[config.mk]
export PLATFORM = sky130hd
export DESIGN_NAME = nrs_cmplx_mult_bank
export DESIGN_NICKNAME = d
export VERILOG_FILES = /design/src/rtl/nrs_cmplx_mult_bank_pkg.sv /design/src/rtl/nrs_cmplx_mult_bank_sign_mac.sv /design/src/rtl/nrs_cmplx_mult_bank.sv
export SDC_FILE = /design/constraint.sdc
export NUM_CORES = 1
export LEC_CHECK = 0
export CORE_MARGIN = 2
export CORE_UTILIZATION = 68
export CTS_BUF_LIST = sky130_fd_sc_hd__clkbuf_2 sky130_fd_sc_hd__clkbuf_4 sky130_fd_sc_hd__clkbuf_8
export DETAILED_ROUTE_END_ITERATION = 8
export PLACE_DENSITY_LB_ADDON = 0.1
export SLEW_MARGIN = 5
export SYNTH_ARGS = -nofsm -noshare
export SYNTH_HDL_FRONTEND = slang
export SYNTH_SLANG_ARGS = --single-unit
[constraint.sdc]
create_clock -name clk -period 11.35 [get_ports clk]
set_clock_uncertainty 0.2 [all_clocks]
set_input_delay 2.27 -clock clk [delete_from_list [all_inputs] [get_ports clk]]
set_output_delay 2.27 -clock clk [all_outputs]
set_load 0.01 [all_outputs]
[src/rtl/nrs_cmplx_mult_bank_pkg.sv]
// ---------------------------------------------------------------------------
// nb_iot_ce_pkg
// Shared constants and types for the NB-IoT channel-estimation datapath.
//   CE_WIDTH_R_I        : signed width of received I/Q samples
//   CE_PILOT_FLOAT_BITS : fractional bits of the pilot magnitude constant
//   INV_SQRT2           : 1/sqrt(2) in unsigned Q0.CE_PILOT_FLOAT_BITS (1448)
//   sample_t            : signed received sample
//   pilot_sign_t        : per-axis QPSK pilot sign encoding
// ---------------------------------------------------------------------------
package nb_iot_ce_pkg;

    localparam int CE_WIDTH_R_I        = 16;
    localparam int CE_PILOT_FLOAT_BITS = 11;

    localparam logic [CE_PILOT_FLOAT_BITS-1:0] INV_SQRT2 = 11'b10110101000;

    typedef logic signed [CE_WIDTH_R_I-1:0] sample_t;

    // Pilot bit 0 means +VALUE on that axis, 1 means -VALUE.
    typedef enum logic {
        SIGN_POS = 1'b0,
        SIGN_NEG = 1'b1
    } pilot_sign_t;

endpackage

[src/rtl/nrs_cmplx_mult_bank_sign_mac.sv]
// ---------------------------------------------------------------------------
// cmplx_sign_mac
// Two-stage datapath computing rx * conj(pilot) for a QPSK pilot of
// magnitude VALUE per axis.
//   Stage 1 (registered, on en): sign-controlled add/sub of rx_r/rx_i.
//   Stage 2 (combinational from stage-1 regs): scale by VALUE and drop
//   PILOT_FLOAT_BITS fraction bits; the caller registers the result.
// Ports:
//   clk, rst        clock, synchronous active-high reset
//   en              capture rx_r/rx_i/nrs_r/nrs_i/wr_addr this edge
//   wr_addr         destination entry, carried alongside the data
//   rx_r, rx_i      signed received sample
//   nrs_r, nrs_i    pilot sign per axis (0 = +, 1 = -)
//   out_valid       stage-1 holds a sample (stage-2 result is meaningful)
//   out_addr        entry address for the stage-2 result
//   out_r, out_i    scaled result, WIDTH_R_I+1 signed
// Configuration macro: CMPLX_MULT_ROUND_EN selects round-half-up instead of
// floor when dropping the fraction bits.
// ---------------------------------------------------------------------------
module cmplx_sign_mac
    import nb_iot_ce_pkg::*;
#(
    parameter int                            WIDTH_R_I        = CE_WIDTH_R_I,
    parameter int                            PILOT_FLOAT_BITS = CE_PILOT_FLOAT_BITS,
    parameter logic [PILOT_FLOAT_BITS-1:0]   VALUE            = INV_SQRT2,
    parameter int                            ADDR_W           = 2
) (
    input  logic                        clk,
    input  logic                        rst,
    input  logic                        en,
    input  logic [ADDR_W-1:0]           wr_addr,
    input  logic signed [WIDTH_R_I-1:0] rx_r,
    input  logic signed [WIDTH_R_I-1:0] rx_i,
    input  logic                        nrs_r,
    input  logic                        nrs_i,
    output logic                        out_valid,
    output logic [ADDR_W-1:0]           out_addr,
    output logic signed [WIDTH_R_I:0]   out_r,
    output logic signed [WIDTH_R_I:0]   out_i
);

    // Two extra bits: (-2^(W-1)) + (-2^(W-1)) negated is +2^W, which needs
    // W+2 signed bits.
    localparam int SW = WIDTH_R_I + 2;
    // |sum| <= 2^W and VALUE < 2^F, so product plus rounding constant stays
    // below 2^(W+F) and fits W+F+1 signed bits.
    localparam int PW = WIDTH_R_I + PILOT_FLOAT_BITS + 1;

    localparam logic signed [PW-1:0] SCALE = PW'({1'b0, VALUE});

    pilot_sign_t          sgn_r;
    pilot_sign_t          sgn_i;
    logic signed [SW-1:0] xr;
    logic signed [SW-1:0] xi;
    logic signed [SW-1:0] term_a;
    logic signed [SW-1:0] term_b;
    logic signed [SW-1:0] term_c;
    logic signed [SW-1:0] term_d;
    logic signed [SW-1:0] sr_d;
    logic signed [SW-1:0] si_d;

    logic signed [SW-1:0] sr_q;
    logic signed [SW-1:0] si_q;
    logic [ADDR_W-1:0]    addr_q;
    logic                 valid_q;

    logic signed [PW-1:0] prod_r;
    logic signed [PW-1:0] prod_i;
    logic signed [PW-1:0] adj_r;
    logic signed [PW-1:0] adj_i;
    logic                 unused_frac;

    // Stage 1: sr = s_r*rx_r + s_i*rx_i, si = s_r*rx_i - s_i*rx_r
    always_comb begin
        sgn_r  = pilot_sign_t'(nrs_r);
        sgn_i  = pilot_sign_t'(nrs_i);
        xr     = {{2{rx_r[WIDTH_R_I-1]}}, rx_r};
        xi     = {{2{rx_i[WIDTH_R_I-1]}}, rx_i};
        term_a = (sgn_r == SIGN_NEG) ? -xr : xr;
        term_b = (sgn_i == SIGN_NEG) ? -xi : xi;
        term_c = (sgn_r == SIGN_NEG) ? -xi : xi;
        term_d = (sgn_i == SIGN_NEG) ? -xr : xr;
        sr_d   = term_a + term_b;
        si_d   = term_c - term_d;
    end

    always_ff @(posedge clk) begin
        if (rst) begin
            sr_q    <= '0;
            si_q    <= '0;
            addr_q  <= '0;
            valid_q <= 1'b0;
        end else begin
            valid_q <= en;
            if (en) begin
                sr_q   <= sr_d;
                si_q   <= si_d;
                addr_q <= wr_addr;
            end
        end
    end

    // Stage 2: scale and drop fraction bits (arithmetic shift = floor)
    always_comb begin
        prod_r = PW'(sr_q) * SCALE;
        prod_i = PW'(si_q) * SCALE;
`ifdef CMPLX_MULT_ROUND_EN
        adj_r  = prod_r + (PW'(1) <<< (PILOT_FLOAT_BITS - 1));
        adj_i  = prod_i + (PW'(1) <<< (PILOT_FLOAT_BITS - 1));
`else
        adj_r  = prod_r;
        adj_i  = prod_i;
`endif
        out_r  = adj_r[PW-1:PILOT_FLOAT_BITS];
        out_i  = adj_i[PW-1:PILOT_FLOAT_BITS];
    end

    // Fraction bits are intentionally discarded.
    assign unused_frac = ^{adj_r[PILOT_FLOAT_BITS-1:0], adj_i[PILOT_FLOAT_BITS-1:0]};

    assign out_valid = valid_q;
    assign out_addr  = addr_q;

endmodule

[src/rtl/nrs_cmplx_mult_bank.sv]
// ---------------------------------------------------------------------------
// nrs_cmplx_mult_bank
// LS channel-estimate stage: multiplies each received NRS sample by the
// conjugate QPSK pilot, stores the result in a DEPTH-entry estimate bank and
// serves registered reads to the interpolator.
// Ports:
//   clk, rst              clock, synchronous active-high reset
//   en, wr_addr           sample valid and destination entry
//   rx_r, rx_i            signed received sample (WIDTH_R_I)
//   nrs_r, nrs_i          pilot sign per axis (0 = +VALUE, 1 = -VALUE)
//   clr                   invalidate whole bank and flush in-flight writes
//   rd_en, rd_addr        read request
//   real_part, imag_part  registered read data (WIDTH_R_I+1 signed)
//   rd_valid              read hit a valid entry (one-cycle pulse)
//   entry_valid           per-entry valid bitmap
//   all_valid             every entry valid
// Write latency is two edges (capture, then bank write). Reads see the bank
// state before the same edge's write (no bypass).
// Configuration macro: CMPLX_MULT_ROUND_EN (round-half-up scaling, handled
// inside cmplx_sign_mac).
// ---------------------------------------------------------------------------
module nrs_cmplx_mult_bank
    import nb_iot_ce_pkg::*;
#(
    parameter int                          WIDTH_R_I        = CE_WIDTH_R_I,
    parameter int                          PILOT_FLOAT_BITS = CE_PILOT_FLOAT_BITS,
    parameter logic [PILOT_FLOAT_BITS-1:0] VALUE            = INV_SQRT2,
    parameter int                          DEPTH            = 4,
    localparam int                         ADDR_W           = $clog2(DEPTH)
) (
    input  logic                        clk,
    input  logic                        rst,
    input  logic                        en,
    input  logic [ADDR_W-1:0]           wr_addr,
    input  logic signed [WIDTH_R_I-1:0] rx_r,
    input  logic signed [WIDTH_R_I-1:0] rx_i,
    input  logic                        nrs_r,
    input  logic                        nrs_i,
    input  logic                        clr,
    input  logic                        rd_en,
    input  logic [ADDR_W-1:0]           rd_addr,
    output logic signed [WIDTH_R_I:0]   real_part,
    output logic signed [WIDTH_R_I:0]   imag_part,
    output logic                        rd_valid,
    output logic [DEPTH-1:0]            entry_valid,
    output logic                        all_valid
);

    logic                      s2_valid;
    logic [ADDR_W-1:0]         s2_addr;
    logic signed [WIDTH_R_I:0] s2_r;
    logic signed [WIDTH_R_I:0] s2_i;
    logic                      wr_fire;

    logic signed [WIDTH_R_I:0] bank_r [DEPTH];
    logic signed [WIDTH_R_I:0] bank_i [DEPTH];

    cmplx_sign_mac #(
        .WIDTH_R_I        (WIDTH_R_I),
        .PILOT_FLOAT_BITS (PILOT_FLOAT_BITS),
        .VALUE            (VALUE),
        .ADDR_W           (ADDR_W)
    ) u_mac (
        .clk       (clk),
        .rst       (rst),
        .en        (en),
        .wr_addr   (wr_addr),
        .rx_r      (rx_r),
        .rx_i      (rx_i),
        .nrs_r     (nrs_r),
        .nrs_i     (nrs_i),
        .out_valid (s2_valid),
        .out_addr  (s2_addr),
        .out_r     (s2_r),
        .out_i     (s2_i)
    );

    // clr and rst both kill the sample currently leaving stage 1; a sample
    // captured on the clr edge itself survives into the new frame.
    always_comb begin
        wr_fire = s2_valid && !clr && !rst;
    end

    // Bank storage carries no reset; validity lives in entry_valid.
    always_ff @(posedge clk) begin
        if (wr_fire) begin
            bank_r[s2_addr] <= s2_r;
            bank_i[s2_addr] <= s2_i;
        end
    end

    always_ff @(posedge clk) begin
        if (rst) begin
            entry_valid <= '0;
        end else if (clr) begin
            entry_valid <= '0;
        end else if (wr_fire) begin
            entry_valid[s2_addr] <= 1'b1;
        end
    end

    always_comb begin
        all_valid = &entry_valid;
    end

    // Registered read: sees pre-edge bank contents and valid bits.
    always_ff @(posedge clk) begin
        if (rst) begin
            real_part <= '0;
            imag_part <= '0;
            rd_valid  <= 1'b0;
        end else begin
            rd_valid <= rd_en && entry_valid[rd_addr];
            if (rd_en) begin
                real_part <= bank_r[rd_addr];
                imag_part <= bank_i[rd_addr];
            end
        end
    end

endmodule

# == Word-level counts from Yosys, hierarchy flattened ==
# Memories as Yosys holds them, arrays and structs flattened. A register that Yosys moved wholly into a read port is not among the register bits.
# Index checks and enable logic that the tools add are counted.
# totals
regBits,44
ramBits,136
in_bits,43
elab_cells,36
memories,2
# memory_table
name,words,width,read_ports,rd_clocked_by_memory_dff,write_ports,line_no,source
bank_i,4,17,1,1,1,nrs_cmplx_mult_bank.sv:56,logic signed [WIDTH_R_I:0] bank_i [DEPTH];
bank_r,4,17,1,1,1,nrs_cmplx_mult_bank.sv:55,logic signed [WIDTH_R_I:0] bank_r [DEPTH];
# classes
addsub,4
n_mul,2
order_cmp,3
n_mux,10
bitwise,1
reduce_logical,8
# ops
operator,count
$mux W18,4
$mul A18 B9 Y25 const B,2
$neg A16 Y18,2
$add A18 B18 Y18,1
$sub A18 B18 Y18,1
$lt A2 B3 Y1 const B,2
$logic_and A1 B1 Y1,4
$mux W1,4
$or A4 B4 Y4,1
$reduce_and A4 Y1,1
$bmux W1 S2,1
$demux W1 S2,1
$ge A2 B1 Y1 const B,1
$logic_not A1 Y1,2
$reduce_or A2 Y1,1

# == Logic depth before layout (Yosys ltp) ==
# depth
depth_word,5
ltp_mapped,17
depth_no_buf,17

# == By module ==
# Synthesis repeated with hierarchy kept, for this count alone.
# hier_totals
cells_unflattened,1544
area_unflattened_um2,16465.8
# by_module_without_submodules
module,n_inst,cells_each,area_each_um2,seq_area_each_um2
cmplx_sign_mac,1,1229,10080.9,760.7
nrs_cmplx_mult_bank,1,315,6384.9,4864.7

# == Worst setup path after synthesis ==
# Ideal clock, no wire load.
# synth_path
kind,input-to-reg
from,input port rst
to,memory bank_i[1][0] (netlist name) (enable)
arrival_ps,5375
required_time_ps,10673
setup_slack_ps,5298
stages,4
path_cell_list,clkbuf_1 -> nor2_1 -> nand2_1 -> nor3b_1
# synth_between
elab_chain_cells,4
# synth_lines
element,line_no,source
"start, declared",nrs_cmplx_mult_bank.sv:32,"input logic rst,"
$logic_not A1 Y1,nrs_cmplx_mult_bank.sv:81,wr_fire = s2_valid && !clr && !rst;
$logic_and A1 B1 Y1,nrs_cmplx_mult_bank.sv:81,
$mux W1,nrs_cmplx_mult_bank.sv:86,if (wr_fire) begin
$mux W1 (implied by the code),nrs_cmplx_mult_bank.sv:88,bank_i[s2_addr] <= s2_i;
"end, declared",nrs_cmplx_mult_bank.sv:56,
# Every way passes these cells.

# == Final worst setup path ==
# layout_path
from,input port rx_r[0]
to,register u_mac.sr_q[16]
# layout_between
elab_chain_cells,3
# layout_lines
element,line_no,source
"start, declared",nrs_cmplx_mult_bank.sv:35,"input logic signed [WIDTH_R_I-1:0] rx_r,"
$neg A16 Y18,nrs_cmplx_mult_bank_sign_mac.sv:79,term_a = (sgn_r == SIGN_NEG) ? -xr : xr;
$mux W18 (*),nrs_cmplx_mult_bank_sign_mac.sv:79,
$add A18 B18 Y18 (*),nrs_cmplx_mult_bank_sign_mac.sv:83,sr_d = term_a + term_b;
"end signal, assigned",nrs_cmplx_mult_bank_sign_mac.sv:96,sr_q <= sr_d;
"end, declared",nrs_cmplx_mult_bank_sign_mac.sv:62,logic signed [SW-1:0] sr_q;
# Every way passes the cells marked *; elsewhere a longest branch is shown, timed or not.
# A chain may end at the register's enable or synchronous reset.

==> results.sh <==
export IMPL_grt_overflow=0
export IMPL_portBuffers=82
export IMPL_finalSetupViolCount=0
export IMPL_path_class="input pin to flop"
export IMPL_drive_above_1_share_pct=8.61
export IMPL_hold_buffers=0
export IMPL_setup_tns_ns=0
export IMPL_cp_required_ns=11.58
export IMPL_vias=10600
export IMPL_dpl_hpwl_um=24300
export IMPL_cts_root_buf="clkbuf_8"
export IMPL_r2r_setup_slack_ns=5.96
export IMPL_n_antenna_cell=0
export IMPL_syn_cell_area_um2=16000
export IMPL_syn_nets=1797
export IMPL_cts_resized=0
export IMPL_hold_depth=2
export IMPL_ios=83
export IMPL_drt_pass1_iter_count=5
export IMPL_grt_max_degree=80
export IMPL_ff2ff_path_depth=15
export IMPL_clk_path_buf_depth=3
export IMPL_synth_edff_count=136
export IMPL_drv_slew=0
export IMPL_grt_pass1_wl_um=52800
export IMPL_synthCells=1472
export IMPL_worstSetupStartpoint="rx_r[0]"
export IMPL_endpoint_kind="flop"
export IMPL_design_area_um2=17900
export IMPL_drc=0
export IMPL_hold_path_startpoint="imag_part[6]"
export IMPL_ys_flop_type="edfxtp_1"
export IMPL_place_gp_congestion=0.970
export IMPL_via_per_inst=5.56
export IMPL_cp_start_kind="input pin"
export IMPL_status="finished clean"
export IMPL_cpPeakStageDelay_ns=0.49
export IMPL_vdd_drop_max_mv=0.128
export IMPL_rsz0062_at_grt="no"
export IMPL_fill_cells=1568
export IMPL_cts_sinks=213
export IMPL_yosysUniqueCellTypes=73
export IMPL_fin_crit_sh_pct=51.5
export IMPL_reg2reg_from="u_mac.si_q[8]"
export IMPL_cp_common_cell="or3_1"
export IMPL_htreeDepth=2
export IMPL_syn_to_final_growth_pct=11.8
export IMPL_ant_nets=0
export IMPL_cts_setup_buffers=0
export IMPL_die_area_um2=24800
export IMPL_placed_area_um2=17100
export IMPL_async_flop_share_pct=0
export IMPL_start_util_pct=68.7
export IMPL_fp_dieW_um=157
export IMPL_grt_pass1_vias=10700
export IMPL_clk_latency_ns=0.54
export IMPL_fin_crit_ns=5.84
export IMPL_mostFrequentLayoutCell="inv_1"
export IMPL_max_cap_violations=0
export IMPL_layout_common_cells="260 x inv_1, 187 x ha_1, 136 x edfxtp_1"
export IMPL_hold_viol=0
export IMPL_cts_made_buffers=37
export IMPL_holdCritPathClass="flop to flop"
export IMPL_p_leak_nw=8.04
export IMPL_path_clk_slew_ns=0.06
export IMPL_p_per_area_nw_per_um2=222
export IMPL_fmax_mhz=171
export IMPL_rr_endpoint="bank_i[3][15]"
export IMPL_crit_chain="clkdlybuf4s50_1 -> inv_1 -> ha_1 -> nand2_1 -> or3_1 -> or3_1 -> nand2_1 -> xnor2_1 -> ha_1 -> and4_1 -> a21oi_1 -> a21oi_1 -> a41o_1 -> o41a_1 -> or3_1 -> o311ai_1"
export IMPL_wirelength_um=31800
export IMPL_synth_seq_area_share_pct=35.2
export IMPL_critical_path_arrival_ns=6.08
export IMPL_worstPathMaxFanout=7
export IMPL_cts_tree="done"
export IMPL_wl_per_cell_um=16.6
export IMPL_synth_avg_cell_area_um2=10.9
export IMPL_antenna_found_initial=0
export IMPL_worstMarginPinSlew_ns=1.06
export IMPL_core_um2=23300
export IMPL_drt_initial_drc_count=555
export IMPL_grtUsageTotal_pct=27.2
export IMPL_die_h_um=157
export IMPL_slew_headroom_pct=29.1
export IMPL_ys_warn_count=0
export IMPL_rows=56
export IMPL_whs_endpoint="imag_part[6]"
export IMPL_fin_nets=1888
export IMPL_crit_slowest_cell="clkdlybuf4s50_1"
export IMPL_synth_seq_cells=213
## worst max-delay path: cells and delay by family
family          cells  cell delay (ns)
simple gates        6             1.46
compound gates      5             1.03
buf+inv             2             0.61
fa+ha+maj           2             0.56
xor+xnor            1             0.13
## metrics by stage
| step | hold WS [ns] | util [%] | worst slack [ns] | instances | total power [mW] |
|---|---|---|---|---|---|
| after CTS | 0.296 | 76.8 | 5.55 | 1910 | 3.97 |
| after global routing | 0.321 | 76.8 | 5.12 | 1910 | 4.32 |
| final | 0.293 | 76.8 | 5.51 | 1910 | 3.96 |
| after floorplan | 0.307 | - | 5.30 | 1472 | 2.75 |
| after global placement | 0.272 | 73.6 | 5.09 | 1843 | 3.15 |
| after detailed placement | 0.282 | 73.6 | 5.01 | 1843 | 3.26 |
## logic make-up (layout without fill, tap and decap cells)
kind of cell             after synthesis  count (layout)  synth area share [%]
adder cells (fa/ha/maj)              282             282                  26.5
flip-flops                           213             213                  35.2
multiplexers                         100             100                  9.02
AO/OA/AOI/OAI                        159             159                  6.78
AND/OR/NAND/NOR                      304             304                  9.02
buffers and inverters                300             419                  7.12
XOR/XNOR                             114             114                  6.34
## sequential cells by signal, summed over array words and instances, names as in the netlist
register and flops:
bank_i 68, bank_r 68, u_mac.out_valid 1, real_part 17, u_mac.si_q 18, imag_part 17
entry_valid 4, u_mac.sr_q 17, u_mac.out_addr 2, rd_valid 1
## power breakdown
| part | switching, mW | leakage, nW | total (mW) | internal [mW] |
|---|---|---|---|---|
| Combinational | 1.22 | 5.79 | 2.00 | 0.782 |
| Clock | 0.317 | 0.399 | 0.707 | 0.390 |
| Sequential | 0.0593 | 1.85 | 1.25 | 1.19 |
| Total | 1.59 | 8.04 | 3.96 | 2.37 |
## layer usage
layer | track usage (%) | vias up | routed length [um]
met3 | 4.24 | 62 | 1480
met4 | 8.44 | 0 | 729
met1 | 36.8 | 5124 | 14400
li1 | - | 5181 | -
met5 | 0 | - | 0
met2 | 45.4 | 258 | 15100
## area by class of cell
class	count	area, um^2	area share, %
clock inverters	16	121	0.679
multi-input cells	959	9240	51.7
repair buffers	92	876	4.90
flip-flops and latches	213	5630	31.5
clock buffers	51	633	3.54
well taps	319	399	2.23
inverters	260	976	5.46
## synth_stat cells, types with 5 or more instances
cell	number	area share [%]
o21ai_0	29	0.91
mux2i_1	62	3.9
a21o_1	20	0.94
nor3_1	18	0.56
dfxtp_1	77	9.6
fa_1	95	12
mux4_2	34	4.8
nand2b_1	15	0.59
a21oi_1	42	1.3
o2111ai_1	5	0.27
xnor2_1	78	4.3
o22ai_1	7	0.27
or2_2	5	0.20
nor3b_1	5	0.23
ha_1	187	15
clkbuf_1	29	0.68
a211oi_1	7	0.33
inv_1	260	6.1
xor2_1	34	1.9
nor2b_1	8	0.31
buf_1	5	0.12
edfxtp_1	136	26
nand2_1	82	1.9
nor2_1	106	2.5
nand3_1	19	0.59
or3_1	21	0.82
o21a_1	9	0.42
## worst max-delay path by stage
stage	end	slack (ns)	cells past startpoint
6_report	u_mac.sr_q[16]	5.51	16
3_5_place_dp	u_mac.sr_q[16]	5.01	16
3_3_place_gp	u_mac.sr_q[16]	5.09	16
5_1_grt	u_mac.sr_q[16]	5.12	17
4_1_cts	u_mac.sr_q[16]	5.55	16
2_1_floorplan	bank_i[1][0]	5.30	4
Note: power is estimated with default switching activity, not from simulation.
